==> src/rtl/tone_divider_bank.sv <==
// tone_divider_bank: multi-channel square-wave tone generator.
// Frequencies arrive in Hz; one shared serial restoring divider turns each into
// a period P = CLK_HZ / freq. Each channel adopts its new period only at a
// period boundary (or immediately if it is stopped), so retuning never glitches.
module tone_divider_bank #(
  parameter int CLK_HZ   = 50_000_000,
  parameter int CHANNELS = 4,
  parameter int WIDTH    = 32,
  // Channel-select width; may be widened so that out-of-range selects are representable.
  parameter int CH_W     = (CHANNELS > 1) ? $clog2(CHANNELS) : 1
) (
  input  logic                in_clk,
  input  logic                rst_n,
  input  logic                wr_valid,
  output logic                wr_ready,
  input  logic [CH_W-1:0]     wr_chan,
  input  logic [WIDTH-1:0]    wr_freq,
  input  logic [CHANNELS-1:0] chan_en,
  output logic [CHANNELS-1:0] tone_out,
  output logic [CHANNELS-1:0] pending
);

  localparam int               IT_W     = $clog2(WIDTH + 1);
  localparam logic [WIDTH-1:0] DIVIDEND = WIDTH'(CLK_HZ);
  localparam logic [IT_W-1:0]  LAST_IT  = IT_W'(WIDTH - 1);

  typedef enum logic [1:0] {
    ST_IDLE,
    ST_DIV,
    ST_STORE
  } div_state_e;

  div_state_e       state_q;
  logic             wr_ready_q;
  logic [CH_W-1:0]  chan_q;
  logic [WIDTH-1:0] freq_q;
  logic [WIDTH-1:0] dvd_q;
  logic [WIDTH-1:0] rem_q;
  logic [WIDTH-1:0] quo_q;
  logic [IT_W-1:0]  it_q;

  logic [WIDTH:0]   rem_shift_d;
  logic [WIDTH-1:0] rem_diff_d;
  logic             quo_bit_d;

  logic             store_fire;
  logic [WIDTH-1:0] store_val;

  // One restoring step: bring in the next dividend bit and try to subtract the divisor.
  always_comb begin
    rem_shift_d = {rem_q, dvd_q[WIDTH-1]};
    quo_bit_d   = (rem_shift_d >= {1'b0, freq_q});
    // Only used when the subtraction succeeds, so the result always fits WIDTH bits.
    rem_diff_d  = rem_shift_d[WIDTH-1:0] - freq_q;
  end

  // Periods below 2 cannot form a square wave; they (and freq == 0) mean silence.
  assign store_fire = (state_q == ST_STORE);
  assign store_val  = (quo_q < WIDTH'(2)) ? '0 : quo_q;
  assign wr_ready   = wr_ready_q;

  // Divider FSM: latch a write, run WIDTH quotient steps MSB first, then hand off in STORE.
  always_ff @(posedge in_clk or negedge rst_n) begin
    if (!rst_n) begin
      state_q    <= ST_IDLE;
      wr_ready_q <= 1'b1;
      chan_q     <= '0;
      freq_q     <= '0;
      dvd_q      <= '0;
      rem_q      <= '0;
      quo_q      <= '0;
      it_q       <= '0;
    end else begin
      case (state_q)
        ST_IDLE: begin
          if (wr_valid && wr_ready_q) begin
            chan_q     <= wr_chan;
            freq_q     <= wr_freq;
            dvd_q      <= DIVIDEND;
            rem_q      <= '0;
            quo_q      <= '0;
            it_q       <= '0;
            wr_ready_q <= 1'b0;
            state_q    <= ST_DIV;
          end
        end
        ST_DIV: begin
          // A zero divisor keeps the quotient at 0 but still spends the full step count.
          if (freq_q != '0) begin
            rem_q <= quo_bit_d ? rem_diff_d : rem_shift_d[WIDTH-1:0];
            quo_q <= {quo_q[WIDTH-2:0], quo_bit_d};
          end
          dvd_q <= dvd_q << 1;
          it_q  <= it_q + 1'b1;
          if (it_q == LAST_IT) begin
            state_q <= ST_STORE;
          end
        end
        ST_STORE: begin
          wr_ready_q <= 1'b1;
          state_q    <= ST_IDLE;
        end
        default: begin
          wr_ready_q <= 1'b1;
          state_q    <= ST_IDLE;
        end
      endcase
    end
  end

  genvar gi;
  generate
    for (gi = 0; gi < CHANNELS; gi++) begin : g_chan
      logic [WIDTH-1:0] per_q;
      logic [WIDTH-1:0] cnt_q;
      logic [WIDTH-1:0] pend_q;
      logic             pend_flag_q;
      logic             tone_q;
      logic             running;
      logic             wrap;
      logic             store_hit;

      assign running   = chan_en[gi] && (per_q != '0);
      assign wrap      = (cnt_q == per_q - WIDTH'(1));
      // Selects at or beyond CHANNELS match no channel and are dropped here.
      assign store_hit = store_fire && (chan_q == CH_W'(gi));

      // Channel state: apply pending period at a wrap (or at once when stopped), count, drive tone.
      always_ff @(posedge in_clk or negedge rst_n) begin
        if (!rst_n) begin
          per_q       <= '0;
          cnt_q       <= '0;
          pend_q      <= '0;
          pend_flag_q <= 1'b0;
          tone_q      <= 1'b0;
        end else begin
          if (pend_flag_q && (!running || wrap)) begin
            per_q       <= pend_q;
            cnt_q       <= '0;
            pend_flag_q <= 1'b0;
          end else if (running) begin
            cnt_q <= wrap ? '0 : cnt_q + 1'b1;
          end else begin
            cnt_q <= '0;
          end
          // A fresh result landing on the apply edge stays pending; the older value is what applied.
          if (store_hit) begin
            pend_q      <= store_val;
            pend_flag_q <= 1'b1;
          end
          tone_q <= running && (cnt_q < (per_q >> 1));
        end
      end

      assign tone_out[gi] = tone_q;
      assign pending[gi]  = pend_flag_q;
    end
  endgenerate

endmodule

==> config.mk <==
export PLATFORM = sky130hd
export DESIGN_NAME = tone_divider_bank
export DESIGN_NICKNAME = d
export VERILOG_FILES = /design/src/rtl/tone_divider_bank.sv
export SDC_FILE = /design/constraint.sdc
export NUM_CORES = 1
export LEC_CHECK = 0
export CAP_MARGIN = 5
export CORE_MARGIN = 2
export CORE_UTILIZATION = 55
export DETAILED_ROUTE_END_ITERATION = 8
export MAX_ROUTING_LAYER = met4
export PLACE_DENSITY_LB_ADDON = 0.08
export SYNTH_ARGS = -nofsm -noshare
export SYNTH_HDL_FRONTEND = slang
export SYNTH_SLANG_ARGS = --single-unit
==> constraint.sdc <==
create_clock -name in_clk -period 5.4 [get_ports in_clk]
set_input_delay 1.08 -clock in_clk [delete_from_list [all_inputs] [get_ports in_clk]]
set_output_delay 1.08 -clock in_clk [all_outputs]
set_load 0.005 [all_outputs]
==> results of run 1 <==
[metrics by stage]
stage | setup WS, ns | util (%)
floorplan | 1.96 | -
global placement | 1.39 | 57.9
detailed placement | 1.26 | 57.9
CTS | 1.25 | 61.7
global route | 0.891 | 61.7
finish | 1.28 | 61.7
[routing by layer]
metal,vias to the layer above,GRT usage (%)
met5,-,-
li1,10974,-
met2,514,45.4
met3,125,3.75
met4,0,6.55
met1,11560,37.8
[critical path: cells and delay by family (launching register included)]
family | cells | cell delay (ns)
compound gates | 4 | 0.92
buf+inv | 1 | 0.12
flops | 1 | 0.42
simple gates | 3 | 1.81
fa+ha+maj | 1 | 0.34
mux | 2 | 0.36
[state kept, by name (all words and copies together), names as in the netlist]
name and cells:
quo_q 32, dvd_q 25, freq_q 32, rem_q 32
g_chan.per_q 128, g_chan.pend_q 128, g_chan.pend_flag_q 4, g_chan.cnt_q 128
chan_q 2, state_q 2, it_q 6, g_chan.tone_q 4
wr_ready 1
[worst max path at each step]
| stage | depth (start not counted) | slack (ns) | start | endpoint |
|---|---|---|---|---|
| 5_1_grt | 12 | 0.89 | freq_q[1] | rem_q[27] |
| 3_5_place_dp | 10 | 1.26 | g_chan[3].per_q[0] | g_chan[3].pend_flag_q |
| 3_3_place_gp | 11 | 1.39 | g_chan[3].per_q[0] | g_chan[3].pend_flag_q |
| 6_report | 11 | 1.28 | g_chan[3].per_q[0] | g_chan[3].pend_flag_q |
| 2_1_floorplan | 12 | 1.96 | g_chan[1].per_q[0] | g_chan[1].per_q[10] |
| 4_1_cts | 10 | 1.25 | g_chan[3].per_q[0] | g_chan[3].pend_flag_q |
[power breakdown]
part	internal, mW	switching (mW)
clock	2.67	1.70
sequential	4.21	0.329
combinational	0.904	1.35
[cell usage after synthesis (16+ instances only)]
cell,n
sky130_fd_sc_hd__dfrtp_1,523
sky130_fd_sc_hd__nand2_1,226
sky130_fd_sc_hd__nor2_1,210
sky130_fd_sc_hd__inv_1,192
sky130_fd_sc_hd__mux2_2,171
sky130_fd_sc_hd__ha_1,165
sky130_fd_sc_hd__xor2_1,152
sky130_fd_sc_hd__xnor2_1,146
sky130_fd_sc_hd__o21ai_0,128
sky130_fd_sc_hd__nand3_1,123
sky130_fd_sc_hd__clkbuf_1,98
sky130_fd_sc_hd__nor3_1,91
sky130_fd_sc_hd__a21oi_1,81
sky130_fd_sc_hd__nand4_1,77
sky130_fd_sc_hd__a21o_1,59
sky130_fd_sc_hd__mux2_4,59
sky130_fd_sc_hd__nor4_1,55
sky130_fd_sc_hd__a22o_1,32
sky130_fd_sc_hd__and3_1,31
sky130_fd_sc_hd__mux2_1,27
sky130_fd_sc_hd__o311ai_0,27
sky130_fd_sc_hd__or4_1,26
sky130_fd_sc_hd__nand2b_1,25
sky130_fd_sc_hd__a31oi_1,24
sky130_fd_sc_hd__nor2b_1,22
sky130_fd_sc_hd__or3_1,22
sky130_fd_sc_hd__a211oi_1,17
sky130_fd_sc_hd__o31ai_1,17
sky130_fd_sc_hd__mux2i_1,16
[logic make-up (layout without fill, tap and decap cells)]
group                      count (synthesis)  count (layout)  share of synthesized area [%]
muxes                                    273             273                           10.6
and+or+nand+nor                          986             986                           16.2
DFF                                      524             524                           42.6
AOI/OAI and AO/OA                        492             492                           10.9
xor gates and xnor gates                 299             299                           8.55
buffers and inverters                    331             378                           4.37
adders and majority gates                166             166                           6.77
[area by class of cell]
type	count	area (sq um)	area share (%)
multi-input combinational	2216	16400	48.2
sequential	524	13100	38.5
clock inverter	32	480	1.41
timing repair buffer	78	763	2.24
clock buffer	76	1640	4.82
inverter	192	721	2.12
tap	748	936	2.75
==> metrics.md, run 1 <==
| Metric | Value |
|---|---|
| Outcome | `complete, no violations` |
| Leakage Power | `approximately 16 nW` |
| Number of inserted filler cells in the final layout | `4569` |
| Post-Place Cells | `3758` |
| HPWL reported at the end of detailed placement | `55600 um` |
| Share of cells above drive strength 1 | `between 10% and 20%` |
| Layout net count | `roughly 3300` |
| Met3 layer wire length in the routed design | `3340 um` |
| CTS buffer count | `58` |
| Share of the synthesized area in the top cell type | `between 40 and 50%` |
| Setup Total Neg Slack | `0 ns` |
| Initial Util | `about 56%` |
| Worst Setup Start Kind | `flip-flop` |
| Fmax | `0.243 GHz` |
| Number of different library cells in the post-synthesis netlist | `between 80 and 90` |
| Number of global-route vias before repair | `around 23000` |
| Number of DRC markers after the initial detailed-route iteration | `approximately 1700` |
| Hold Worst Slack | `0.464 ns` |
| Sequential fraction of the synthesis area | `between 40 and 50%` |
| Post-route clock skew | `roughly 0.018 ns` |
| Pin count of the biggest net entering global routing | `115` |
| Clock root buffer master | `sky130_fd_sc_hd__clkbuf_16` |
| Core outline area | `~55000 sq um` |
| R2R Path End | `g_chan[3].pend_flag_q` |
| Number of design rule violations left after detail routing | `0` |
| Port Buffer Count | `~50` |
| Instance area after placement | `between 30000 and 40000 sq um` |
| Netlist area before placement | `~31000 sq um` |
| Hold bufs inserted after CTS | `0` |
| Flip-flop cell with the highest count after synthesis | `sky130_fd_sc_hd__dfrtp_1` |
| Final worst path period need | `between 4 and 5 ns` |
| Worst reg2reg startpoint | `g_chan[3].per_q[0]` |
| Vertical die dimension | `about 240 um` |
| Crit-path slowest cell | `sky130_fd_sc_hd__or4b_1` |
| Max_cap viols | `0` |
| Yosys synthesis warning count | `0` |
| Routed Antenna Nets | `0` |
| Via count normalized by instance count | `roughly 6.0` |
| Uppermost layer routed | `met4` |
| Commonest cells after routing, fill and taps aside | `sky130_fd_sc_hd__dfrtp_1 (523), sky130_fd_sc_hd__nand2_1 (226), sky130_fd_sc_hd__nor2_1 (208)` |
| Endpoint class of the critical path | `flip-flop` |
| CP Max Fanout | `33` |
| Mean instance size in the synthesized netlist | `10.0 sq um` |
| CTS clock-pin slew for the worst setup and hold paths | `around 0.060 ns` |
| Required time of the critical path | `slightly below 6 ns` |
| Antenna diode count | `0` |
| R2r setup slk | `about 1.3 ns` |
| Routed WL per cell | `20.0 um` |
| Post-detailed-routing wire length | `77400 um` |
| Worst slew slack as a fraction of its limit | `between 10% and 20%` |
| Worst R2R Path Depth | `11` |
| Endpoint of the worst hold path | `dvd_q[13]` |
| Critical path, cell by cell | `inv_1, ha_1, or4b_1, nor4_1, mux2i_1, mux2i_1, o21ai_0, o21ai_1, a2111oi_1, or2_2, o21ai_0` |
| Number of flops mapped to enable cells by yosys | `0` |
| Syn_nets | `3278` |
| TritonCTS clock tree | `yes` |
| Most common library cell in the layout ignoring fill and taps | `sky130_fd_sc_hd__dfrtp_1` |
| Highest cell delay on the worst timing path | `0.64 ns` |
| Met1 WL | `35500 um` |
| Post-synthesis to final-layout area growth | `10.6%` |
| Area of the die | `about 58000 sq um` |
| Die Span X | `around 240 um` |
| Final Hold Violating Endpoints | `0` |
| Quantity of gates resized following cts | `0` |
| #FFs+latches synth | `between 500 and 600` |
| Standard-cell row count | `86` |
| Total non-filler cell area in the finished layout | `roughly 34000 sq um` |
| Worst-margin pin slew | `1.29 ns` |
| Maximum number of buffers from clock root to sink | `3` |
| Synth async-reset ratio | `100%` |
| Final standard cell count with taps included and fillers excluded | `just under 4000` |
| Hold path depth | `2` |
| Maximum vdd ir drop | `slightly below 0.3 mV` |
| Worst Path Arrival | `~4.6 ns` |
| Total iterations of the first detailed-routing run | `6` |
| Total number of H-tree levels | `2` |
| Hold WC Path Type | `flip-flop to flip-flop` |
| Routability congestion estimate from global placement | `~0.97` |
| Hold path start | `dvd_q[12]` |
| Number of antenna violations at the first check in global routing | `0` |
| Area contributors post-synth | `sky130_fd_sc_hd__dfrtp_1 (42%), sky130_fd_sc_hd__ha_1 (6.7%), sky130_fd_sc_hd__mux2_2 (6.3%), sky130_fd_sc_hd__xor2_1 (4.3%), sky130_fd_sc_hd__xnor2_1 (4.2%)` |
| Detail Route met2 WL | `between 30000 and 40000 um` |
| Count of pins on the block boundary | `50` |
| Final Max Slew Viols | `0` |
| Vias after detailed routing | `23173` |
| Sinks on Clock Net | `around 520` |
| Overall fraction of global-route tracks in use | `roughly 28%` |
| Pwr Density | `328 nW/um^2` |
| First-pass GRT wire length | `~130000 um` |
| Post-CTS setup buffer count | `0` |
| Portion of the clock cycle consumed by the worst path in the final layout | `76.3%` |
| Clock insertion delay at the later pin of the skew report | `~0.63 ns` |
| Total Power | `~11 mW` |
| Worst setup path category | `flip-flop to flip-flop` |
| Library cell occupying the most area in the post-synthesis netlist | `sky130_fd_sc_hd__dfrtp_1` |
| Final number of setup-violating endpoints | `0` |
| Unrepaired setup endpoints after global routing | `false` |
| Synth Instances | `3071` |
| Global-route congestion overflow total | `0` |
Power figures use the tool's default switching activity.
==> inputs of run 2 (changes only) <==
==> constraint.sdc (replaced) <==
create_clock -name in_clk -period 3.5 [get_ports in_clk]
set_input_delay 0.7 -clock in_clk [delete_from_list [all_inputs] [get_ports in_clk]]
set_output_delay 0.7 -clock in_clk [all_outputs]
set_load 0.005 [all_outputs]
==> metrics.md, run 2 (synthesis results as in run 1) <==
| Metric | Value |
|---|---|
| Outcome | `complete, no violations` |
| Portion of the clock cycle consumed by the worst path in the final layout | `99.5% (+23 points)` |
| Hold bufs inserted after CTS | `0 (unchanged)` |
| Final Hold Violating Endpoints | `0 (unchanged)` |
| Number of DRC markers after the initial detailed-route iteration | `1520 (-12%)` |
| Hold Worst Slack | `0.0125 ns (-0.452 ns)` |
| Total number of H-tree levels | `2 (unchanged)` |
| PnR worst setup slack | `0.0189 ns (-1.26 ns)` |
| Standard-cell row count | `86 (unchanged)` |
| CTS buffer count | `58 (unchanged)` |
| Die Span X | `241 um (unchanged)` |
| Most frequent cell on the critical path | `sky130_fd_sc_hd__buf_4` |
| Fmax | `0.287 GHz (+18%)` |
| Clock insertion delay at the later pin of the skew report | `0.63 ns (about the same)` |
| Leakage Power | `16.7 nW (+5.6%)` |
| Hold WC Path Type | `input pin to async pin` |
| Most common library cell in the layout ignoring fill and taps | `sky130_fd_sc_hd__dfrtp_1` |
| Worst setup path category | `flip-flop to flip-flop` |
| Total Power | `16.9 mW (+51%)` |
| CP Max Fanout | `8 (-76%)` |
| Commonest cells after routing, fill and taps aside | `sky130_fd_sc_hd__dfrtp_1 (522), sky130_fd_sc_hd__nand2_1 (226), sky130_fd_sc_hd__nor2_1 (208)` |
| Final worst path period need | `3.48 ns (-0.637 ns)` |
| Max_cap viols | `0 (unchanged)` |
| Worst Setup Start Kind | `flip-flop` |
| Maximum number of buffers from clock root to sink | `3 (unchanged)` |
| Post-detailed-routing wire length | `80200 um (+3.5%)` |
| Total non-filler cell area in the finished layout | `35600 sq um (+4.4%)` |
| TritonCTS clock tree | `yes` |
| Post-synthesis to final-layout area growth | `15.5%` |
| Number of inserted filler cells in the final layout | `4561 (-0.18%)` |
| Share of cells above drive strength 1 | `18.6% (+5.8 points)` |
| Total stage count of the critical path | `15 (+4)` |
| Initial Util | `55.8% (unchanged)` |
| Unrepaired setup endpoints after global routing | `true` |
| Pwr Density | `474 nW/um^2 (+45%)` |
| HPWL reported at the end of detailed placement | `57800 um (+4.0%)` |
| Area of the die | `57900 sq um (unchanged)` |
| R2r setup slk | `0.02 ns (-1.26 ns)` |
| Instance area after placement | `33100 sq um (+3.5%)` |
| Register cell area after layout | `13100 sq um (about the same)` |
| CP delay by family, top | `simple AND/OR/NAND/NOR gates` |
| Worst Path Arrival | `3.98 ns (-0.62 ns)` |
| Sinks on Clock Net | `524 (unchanged)` |
| Layout net count | `3423 (+4.5%)` |
| Worst-margin pin slew | `0.915 ns (-0.375 ns)` |
| Core outline area | `55200 sq um (unchanged)` |
| Clock root buffer master | `sky130_fd_sc_hd__clkbuf_16` |
| Overall fraction of global-route tracks in use | `28.8% (+0.64 points)` |
| Routability congestion estimate from global placement | `0.926 (-4.6%)` |
| Routed Antenna Nets | `0 (unchanged)` |
| Timing startpoint of the critical path | `g_chan[3].per_q[15]` |
| CTS clock-pin slew for the worst setup and hold paths | `0.06 ns (about the same)` |
| Crit-path slowest cell | `sky130_fd_sc_hd__dfrtp_1` |
| Count of pins on the block boundary | `50 (unchanged)` |
| Port Buffer Count | `49 (unchanged)` |
| Footprint of the multi-input gates | `16700 sq um (+1.8%)` |
| Number of design rule violations left after detail routing | `0 (unchanged)` |
| Antenna diode count | `0 (unchanged)` |
| Via count normalized by instance count | `5.91 (-1.4%)` |
| Routed WL per cell | `20.0 um (-0.30%)` |
| Highest cell delay on the worst timing path | `0.39 ns (-0.25 ns)` |
| Buffers plus inverters on the worst setup path | `6 (+5)` |
| Global-route congestion overflow total | `0 (unchanged)` |
| Final Max Slew Viols | `0 (unchanged)` |
| Worst setup slack before clock tree synthesis | `-0.109 ns (-1.37 ns)` |
| Worst reg2reg startpoint | `g_chan[3].per_q[15]` |
| Pin count of the biggest net entering global routing | `99 (-14%)` |
| First-pass GRT wire length | `129000 um (+2.6%)` |
| Maximum vdd ir drop | `0.517 mV (+77%)` |
| Number of antenna violations at the first check in global routing | `1 (+1)` |
| Final number of setup-violating endpoints | `0 (unchanged)` |
| Registers with the most flip-flops | `g_chan.cnt_q x128, g_chan.pend_q x128, g_chan.per_q x128` |
| Vertical die dimension | `241 um (unchanged)` |
| R2R Path End | `g_chan[3].per_q[4]` |
| Vias after detailed routing | `23713 (+2.3%)` |
| Worst slew slack as a fraction of its limit | `38.9% (+25 points)` |
| Setup Total Neg Slack | `0 ns (unchanged)` |
| Capture point of the critical path | `g_chan[3].per_q[4]` |
| Critical path, cell by cell | `nor4_1, buf_4, nand4_1, buf_4, buf_4, nor3_1, nor3b_1, buf_4, o2111ai_1, nand4bb_1, a2111oi_2, buf_4, o21ai_4, clkbuf_16, mux2_4` |
| Total iterations of the first detailed-routing run | `5 (-1)` |
| Worst R2R Path Depth | `15 (+4)` |
| Post-route clock skew | `0.0199 ns (+0.00161 ns)` |
| Number of global-route vias before repair | `23759 (+4.8%)` |
| Required time of the critical path | `4.00 ns (-1.88 ns)` |
| Endpoint class of the critical path | `flip-flop` |
run 2: cell types whose count changed in the layout (fill, tap and decap cells not counted), moves of 8 or more:
cell	delta
sky130_fd_sc_hd__nor4_1	-12
sky130_fd_sc_hd__mux2_1	-27
sky130_fd_sc_hd__buf_4	+125
sky130_fd_sc_hd__mux2_4	+26
sky130_fd_sc_hd__buf_12	+11
sky130_fd_sc_hd__clkinv_2	+8
sky130_fd_sc_hd__nor4_2	+11
run 2: metal layers:
layer,wire (um),vias to the layer above,share of wire (%),global-route usage [%]
li1,-,11289,-,-
met1,35800,11775,45,37.4
met2,38700,509,48,47.2
met3,3360,140,4.2,3.90
met4,2230,0,2.8,8.24
met5,0,-,0,-
run 2: per-stage QoR:
stage	util [%]	std cells
final	64.4	4014
after CTS	63.6	4000
after global placement	59.9	3890
after detailed placement	59.9	3890
after floorplan	-	3071
after global routing	64.4	4014
run 2: area by class of cell:
cell class                 count  area share, %
multi-input combinational   2216           46.9
sequential                   524           36.9
timing repair buffer         224           5.90
clock buffer                  79           4.79
tap                          748           2.63
inverter                     192           2.03
clock inverter                31          0.844
run 2: worst min path at each step:
stage	startpoint	slack, ns	end
2_1_floorplan	rst_n	0.40	chan_q[0]
6_report	rst_n	0.01	g_chan[0].cnt_q[24]
5_1_grt	rst_n	0.04	g_chan[0].cnt_q[23]
3_5_place_dp	dvd_q[14]	0.45	dvd_q[15]
3_3_place_gp	dvd_q[12]	0.44	dvd_q[13]
4_1_cts	rst_n	0.01	g_chan[0].cnt_q[23]
run 2: power by group:
group | leakage (nW) | internal [mW] | switching, mW
sequential | 7.15 | 6.50 | 0.454
combinational | 8.60 | 1.49 | 2.07
clock | 0.984 | 3.72 | 2.63
run 2: repair_timing:
action	in CTS	in global routing
setup buffers	0	7
cloned	0	7
endpoints found under the setup margin	32	185
resized for setup	7	65
pin swaps	0	10
run 2: worst reg2reg max path: stages (launching register included):
cell,delay (ns)
sky130_fd_sc_hd__dfrtp_1,0.39
sky130_fd_sc_hd__nor4_1,0.40
sky130_fd_sc_hd__buf_4,0.21
sky130_fd_sc_hd__nand4_1,0.11
sky130_fd_sc_hd__buf_4,0.18
sky130_fd_sc_hd__buf_4,0.13
sky130_fd_sc_hd__nor3_1,0.15
sky130_fd_sc_hd__nor3b_1,0.22
sky130_fd_sc_hd__buf_4,0.14
sky130_fd_sc_hd__o2111ai_1,0.11
sky130_fd_sc_hd__nand4bb_1,0.24
sky130_fd_sc_hd__a2111oi_2,0.31
sky130_fd_sc_hd__buf_4,0.18
sky130_fd_sc_hd__o21ai_4,0.09
sky130_fd_sc_hd__clkbuf_16,0.21
sky130_fd_sc_hd__mux2_4,0.30
